$ cat config.mk
export PLATFORM = sky130hd
export DESIGN_NAME = wave_period_meter
export DESIGN_NICKNAME = d
export VERILOG_FILES = /design/src/rtl/wave_period_meter.sv
export SDC_FILE = /design/constraint.sdc
export NUM_CORES = 1
export LEC_CHECK = 0
export CAP_MARGIN = 20
export CORE_ASPECT_RATIO = 1.25
export CORE_MARGIN = 2
export CORE_UTILIZATION = 57
export CTS_BUF_LIST = sky130_fd_sc_hd__clkbuf_8 sky130_fd_sc_hd__clkbuf_16
export DETAILED_ROUTE_END_ITERATION = 16
export DONT_BUFFER_PORTS = 1
export GPL_ROUTABILITY_DRIVEN = 0
export GPL_TIMING_DRIVEN = 0
export PLACE_DENSITY = 0.85
export RECOVER_POWER = 25
export SLEW_MARGIN = 20
export SYNTH_ARGS = -nofsm -noshare
export SYNTH_HDL_FRONTEND = slang
export SYNTH_SLANG_ARGS = --single-unit
export TNS_END_PERCENT = 30
$ cat constraint.sdc
create_clock -name clk -period 2.6 [get_ports clk]
set_input_delay 0.52 -clock clk [delete_from_list [all_inputs] [get_ports clk]]
set_output_delay 0.52 -clock clk [all_outputs]
set_load 0.02 [all_outputs]
$ cat src/rtl/wave_period_meter.sv
// Peak-to-peak period meter for a signed sample stream, with hysteresis on direction changes.
// Optional WAVE_PERIOD_METER_AVG_EN averages each group of 4 valid periods before reporting.
module wave_period_meter #(
    parameter int DATA_WIDTH = 8,
    parameter int CNT_WIDTH  = 16,
    parameter int HYST       = 0
) (
    input  logic                         clk,
    input  logic                         rst,
    input  logic signed [DATA_WIDTH-1:0] sample_i,
    input  logic                         sample_valid_i,
    input  logic                         clear_i,
    output logic [CNT_WIDTH-1:0]         period_o,
    output logic signed [DATA_WIDTH-1:0] peak_o,
    output logic signed [DATA_WIDTH-1:0] valley_o,
    output logic                         meas_valid_o,
    output logic                         timeout_o
);
    localparam int W1 = DATA_WIDTH + 1;
    localparam logic signed [W1-1:0] HYST_X = W1'(HYST);

    typedef enum logic [1:0] {S_UNKNOWN, S_RISING, S_FALLING} state_t;

    state_t                        state_q, state_d;
    logic                          have_ref_q, have_ref_d;
    logic signed [DATA_WIDTH-1:0]  ref_q, ref_d;
    logic                          peak_evt;

    logic signed [W1-1:0] smp_x, ref_x, ref_hi, ref_lo;
    assign smp_x  = {sample_i[DATA_WIDTH-1], sample_i};
    assign ref_x  = {ref_q[DATA_WIDTH-1], ref_q};
    assign ref_hi = ref_x + HYST_X;
    assign ref_lo = ref_x - HYST_X;

    always_ff @(posedge clk) begin
        if (rst || clear_i) begin
            state_q    <= S_UNKNOWN;
            have_ref_q <= 1'b0;
            ref_q      <= '0;
        end else begin
            state_q    <= state_d;
            have_ref_q <= have_ref_d;
            ref_q      <= ref_d;
        end
    end

    // Plateaus and moves inside the band leave state and ref untouched.
    always_comb begin
        state_d    = state_q;
        have_ref_d = have_ref_q;
        ref_d      = ref_q;
        peak_evt   = 1'b0;
        if (sample_valid_i) begin
            case (state_q)
                S_UNKNOWN: begin
                    if (!have_ref_q) begin
                        have_ref_d = 1'b1;
                        ref_d      = sample_i;
                    end else if (smp_x > ref_hi) begin
                        state_d = S_RISING;
                        ref_d   = sample_i;
                    end else if (smp_x < ref_lo) begin
                        state_d = S_FALLING;
                        ref_d   = sample_i;
                    end
                end
                S_RISING: begin
                    if (smp_x > ref_x) begin
                        ref_d = sample_i;
                    end else if (smp_x < ref_lo) begin
                        peak_evt = 1'b1;
                        state_d  = S_FALLING;
                        ref_d    = sample_i;
                    end
                end
                S_FALLING: begin
                    if (smp_x < ref_x) begin
                        ref_d = sample_i;
                    end else if (smp_x > ref_hi) begin
                        state_d = S_RISING;
                        ref_d   = sample_i;
                    end
                end
                default: state_d = S_UNKNOWN;
            endcase
        end
    end

    logic                         armed_q;
    logic [CNT_WIDTH-1:0]         cnt_q;
    logic signed [DATA_WIDTH-1:0] run_max_q, run_min_q;
    logic                         cnt_sat, meas_ok;
    logic [CNT_WIDTH-1:0]         meas_period;
    logic signed [DATA_WIDTH-1:0] evt_max, evt_min;

    assign cnt_sat     = (cnt_q == {CNT_WIDTH{1'b1}});
    assign meas_ok     = peak_evt && armed_q && !cnt_sat;
    assign meas_period = cnt_q + CNT_WIDTH'(1);
    assign evt_max     = (sample_i > run_max_q) ? sample_i : run_max_q;
    assign evt_min     = (sample_i < run_min_q) ? sample_i : run_min_q;

    logic                         rep_fire;
    logic [CNT_WIDTH-1:0]         rep_period;
    logic signed [DATA_WIDTH-1:0] rep_peak, rep_valley;

`ifdef WAVE_PERIOD_METER_AVG_EN
    logic [CNT_WIDTH+1:0]         acc_q, acc_n;
    logic [1:0]                   grp_q;
    logic signed [DATA_WIDTH-1:0] gmax_q, gmin_q, gmax_n, gmin_n;

    assign acc_n      = ((grp_q == 2'd0) ? '0 : acc_q) + (CNT_WIDTH+2)'(meas_period);
    assign gmax_n     = (grp_q == 2'd0 || evt_max > gmax_q) ? evt_max : gmax_q;
    assign gmin_n     = (grp_q == 2'd0 || evt_min < gmin_q) ? evt_min : gmin_q;
    assign rep_fire   = meas_ok && (grp_q == 2'd3);
    assign rep_period = CNT_WIDTH'(acc_n >> 2);
    assign rep_peak   = gmax_n;
    assign rep_valley = gmin_n;

    // A timed-out window breaks the group; the next valid period starts a new one.
    always_ff @(posedge clk) begin
        if (rst || clear_i) begin
            acc_q  <= '0;
            grp_q  <= 2'd0;
            gmax_q <= '0;
            gmin_q <= '0;
        end else if (meas_ok) begin
            acc_q  <= acc_n;
            grp_q  <= grp_q + 2'd1;
            gmax_q <= gmax_n;
            gmin_q <= gmin_n;
        end else if (peak_evt && armed_q) begin
            grp_q <= 2'd0;
        end
    end
`else
    assign rep_fire   = meas_ok;
    assign rep_period = meas_period;
    assign rep_peak   = evt_max;
    assign rep_valley = evt_min;
`endif

    logic                         pend_vld_q;
    logic [CNT_WIDTH-1:0]         pend_period_q;
    logic signed [DATA_WIDTH-1:0] pend_peak_q, pend_valley_q;

    always_ff @(posedge clk) begin
        if (rst) begin
            armed_q       <= 1'b0;
            cnt_q         <= '0;
            run_max_q     <= '0;
            run_min_q     <= '0;
            timeout_o     <= 1'b0;
            pend_vld_q    <= 1'b0;
            pend_period_q <= '0;
            pend_peak_q   <= '0;
            pend_valley_q <= '0;
            meas_valid_o  <= 1'b0;
            period_o      <= '0;
            peak_o        <= '0;
            valley_o      <= '0;
        end else if (clear_i) begin
            armed_q      <= 1'b0;
            cnt_q        <= '0;
            run_max_q    <= '0;
            run_min_q    <= '0;
            timeout_o    <= 1'b0;
            pend_vld_q   <= 1'b0;
            meas_valid_o <= 1'b0;
        end else begin
            meas_valid_o <= pend_vld_q;
            if (pend_vld_q) begin
                period_o <= pend_period_q;
                peak_o   <= pend_peak_q;
                valley_o <= pend_valley_q;
            end
            pend_vld_q <= 1'b0;
            if (armed_q) begin
                if (cnt_sat) timeout_o <= 1'b1;
                else         cnt_q     <= cnt_q + CNT_WIDTH'(1);
                if (sample_valid_i) begin
                    run_max_q <= evt_max;
                    run_min_q <= evt_min;
                end
            end
            if (peak_evt) begin
                armed_q   <= 1'b1;
                cnt_q     <= '0;
                run_max_q <= sample_i;
                run_min_q <= sample_i;
                if (rep_fire) begin
                    pend_vld_q    <= 1'b1;
                    pend_period_q <= rep_period;
                    pend_peak_q   <= rep_peak;
                    pend_valley_q <= rep_valley;
                end
            end
        end
    end
endmodule
==> impl_metrics.toml <==
[run_status]
status = "complete, no violations"

[logic_synthesis]
syn_area_um2 = 5639
synth_flop_cell = "dfxtp_1"
synth_top_area_share_pct = 39.41
avgSynthCellArea_um2 = 8.367
yosysWarningCount = 0
yosysUniqueCellTypes = 56
synth_top_area_cell = "dfxtp_1"
synth_edf_count = 0
ys_seq_area_share_pct = 39.41
synth_area_leaders = "dfxtp_1, nand2_1, mux2i_1, a21oi_1, ha_1"
synthesis.instances = 674
async_reset_ff_share_pct = 0
synth_nets = 714
synth-seq-cells = 111

[power]
power_leakage_uw = 0.002084
ir_drop_mv = 0.3855
power.total_uw = 3411
power_density_nw_per_um2 = 549.0

[placement]
place_area_um2 = 5797
dp_slack_ps = -379.3
portBuffers = 0
dp_hpwl_um = 9589

[drt]
drc = 0
routed_wirelength_um = 13270
route.antenna.remaining_nets = 0
viasPerCell = 5.995
first_pass_iters = 5
wire_per_inst_um = 16.14
drtIter0Drc = 336
vias = 4928

[setup_path]
crit_type = "register to register"
crit_path_max_fanout = 10
worstSetupStartpointType = "register"
required_ps = 2850
critPathArrivalTime_ps = 2790
cp-end-kind = "register"

[cells_and_area]
multi_input_area_um2 = 3186
insertedDiodeCount = 0
fillers = 768
ff_latch_area_um2 = 2222
fin_area_um2 = 6213
nNetsFinal = 731
layout-drive-gt1-share_pct = 7.902
syn2layout_area_growth_pct = 10.18

[sta]
worstMarginPinSlew_ps = 804.5
relSlewSlack_pct = 46.17
finalSetupViolCount = 0
finalMaxSlewViolations = 0
min_period_ps = 2540
rsz0062_at_grt = "true"
skew_ps = 6.964
achievable-frequency_mhz = 393.7
fin_ws_ps = 59.89
period_share_pct = 97.70
hold_violations = 0

[clock_tree]
cts_tree = "built"
cts_hold_buf = 0
numCtsBuffers = 9
insertion_delay_ps = 350
htree_num_levels = 3
cts_max_path_buffers = 2
clock-sinks = 111
path_clk_slew_ps = 80
cts_root_buf = "clkbuf_16"

[global_route]
first_global_vias = 4864
grt_use_total_pct = 25.49
antenna_found_initial = 0
grt_max_degree = 21
grt_pass1_wl_um = 22200
overflow = 0

[floorplanning]
initial_core_util_pct = 58.68
fp-row-count = 40
die_w_um = 92.97
ios = 46
die-area_um2 = 10710
coreArea_um2 = 9609
die_h_um = 115.2

[run]
cap_violations = 0

[hold_path]
min_path_type = "primary input to register"
## flip-flops by register name, indices dropped and copies added (netlist names), 2 cells and up
signal         count
state_q            2
run_min_q          8
pend_period_q     16
valley_o           8
run_max_q          8
period_o          16
pend_peak_q        8
pend_valley_q      8
cnt_q             16
peak_o             8
ref_q              8
## final cells by class
| cell class | count | area share [%] |
|---|---|---|
| plain buffers | 38 | 2.638 |
| clock buffers | 9 | 3.625 |
| clock inverters | 7 | 1.389 |
| inverters | 34 | 2.054 |
| multi-input cells | 491 | 51.27 |
| flip-flops and latches | 111 | 35.76 |
| well taps | 126 | 2.537 |
| repair buffers | 6 | 0.7249 |
## Yosys cell counts, types with 4 or more instances
| cell type | instances |
|---|---|
| inv_1 | 34 |
| and4_1 | 4 |
| a21o_1 | 4 |
| ha_1 | 28 |
| xnor2_1 | 20 |
| clkbuf_1 | 26 |
| dfxtp_1 | 111 |
| mux2i_1 | 40 |
| nor2_1 | 47 |
| buf_2 | 11 |
| o2111ai_1 | 7 |
| a21oi_1 | 74 |
| a211oi_1 | 32 |
| nor2b_1 | 4 |
| nand3_1 | 14 |
| nor3_1 | 13 |
| a31oi_1 | 6 |
| nand2_1 | 120 |
| a32o_1 | 6 |
| nand4_1 | 6 |
| xor2_1 | 6 |
| o21ai_0 | 11 |
## placed cells by master (no fill, tap or decap), types with 2 or more instances in the layout
cell,count
inv_1,34
a21o_1,4
clkbuf_16,9
ha_1,28
o211ai_1,3
a21oi_1,74
dfxtp_1,111
nor2_2,4
or4_1,2
and3_1,3
nor2_1,46
nand2b_1,3
nand2_1,120
nor3_1,13
o21ai_0,11
clkbuf_1,25
a32o_1,6
buf_4,6
buf_2,10
a31oi_1,4
or2_2,2
o21a_1,2
xor2_1,6
o31ai_1,2
nand4_1,6
a22oi_1,2
a211oi_1,32
and4_1,4
xnor2_1,20
inv_6,2
inv_8,2
nand3_1,14
clkbuf_4,2
o2111ai_1,7
nor2b_1,4
and2_1,3
mux2i_1,40
## cell families (layout without fill, tap and decap cells)
group	after synthesis	count (layout)	share of synthesized area (%)
buffers and inverters	72	94	5.036
xor gates and xnor gates	26	26	4.038
muxes	41	41	7.499
and+or+nand+nor	230	230	18.08
AOI/OAI and AO/OA	166	166	19.73
adders and majority gates	28	28	6.213
DFF	111	111	39.41
## final timing paths
kind                     from           to  slack (ps)  depth (start not counted)
max                  ref_q[6]     ref_q[1]          60                          8
min            sample_valid_i   have_ref_q         330                          2
max reg2reg          ref_q[6]     ref_q[1]          60                          8
min reg2reg  pend_period_q[3]  period_o[3]         460                          2
## per-layer routing
layer / GRT usage (%) / vias to the layer above / routed length [um]
li1: - / 2411 / -
met1: 28.84 / 2328 / 5415
met2: 45.94 / 165 / 6807
met3: 4.915 / 24 / 761
met4: 12.16 / 0 / 281
met5: 0 / - / 0
## worst max-delay path: stages (launching register included)
cell and delay [ps]:
dfxtp_1 360, inv_1 50, ha_1 360, nand4_1 260, or2_2 370, a31oi_1 300
buf_2 280, o2111ai_1 150, a32o_1 300
## what timing repair did
action,in CTS,in global routing
pin swaps,1,3
buffers inserted,3,3
gates cloned,0,0
resized for setup,6,7
setup endpoints to repair,26,46
## where the power goes
| group | switching [uW] | leakage [uW] | internal [uW] | total, uW |
|---|---|---|---|---|
| clock network | 674 | 0.000150 | 770 | 1440 |
| registers | 5.51 | 0.000894 | 1700 | 1710 |
| logic | 162 | 0.00104 | 96.2 | 258 |
| total | 841 | 0.00208 | 2570 | 3410 |
## stage by stage
step	setup TNS [ps]	utilization, %	hold WS, ps	std cells
floorplan	0	-	428.4	674
global placement	-13450	60.33	443.6	800
detailed placement	-17540	60.33	445.9	800
CTS	0	64.14	316.6	819
global route	-1392	64.66	336.9	822
finish	0	64.66	325.7	822
Note: power is estimated with default switching activity, not from simulation.
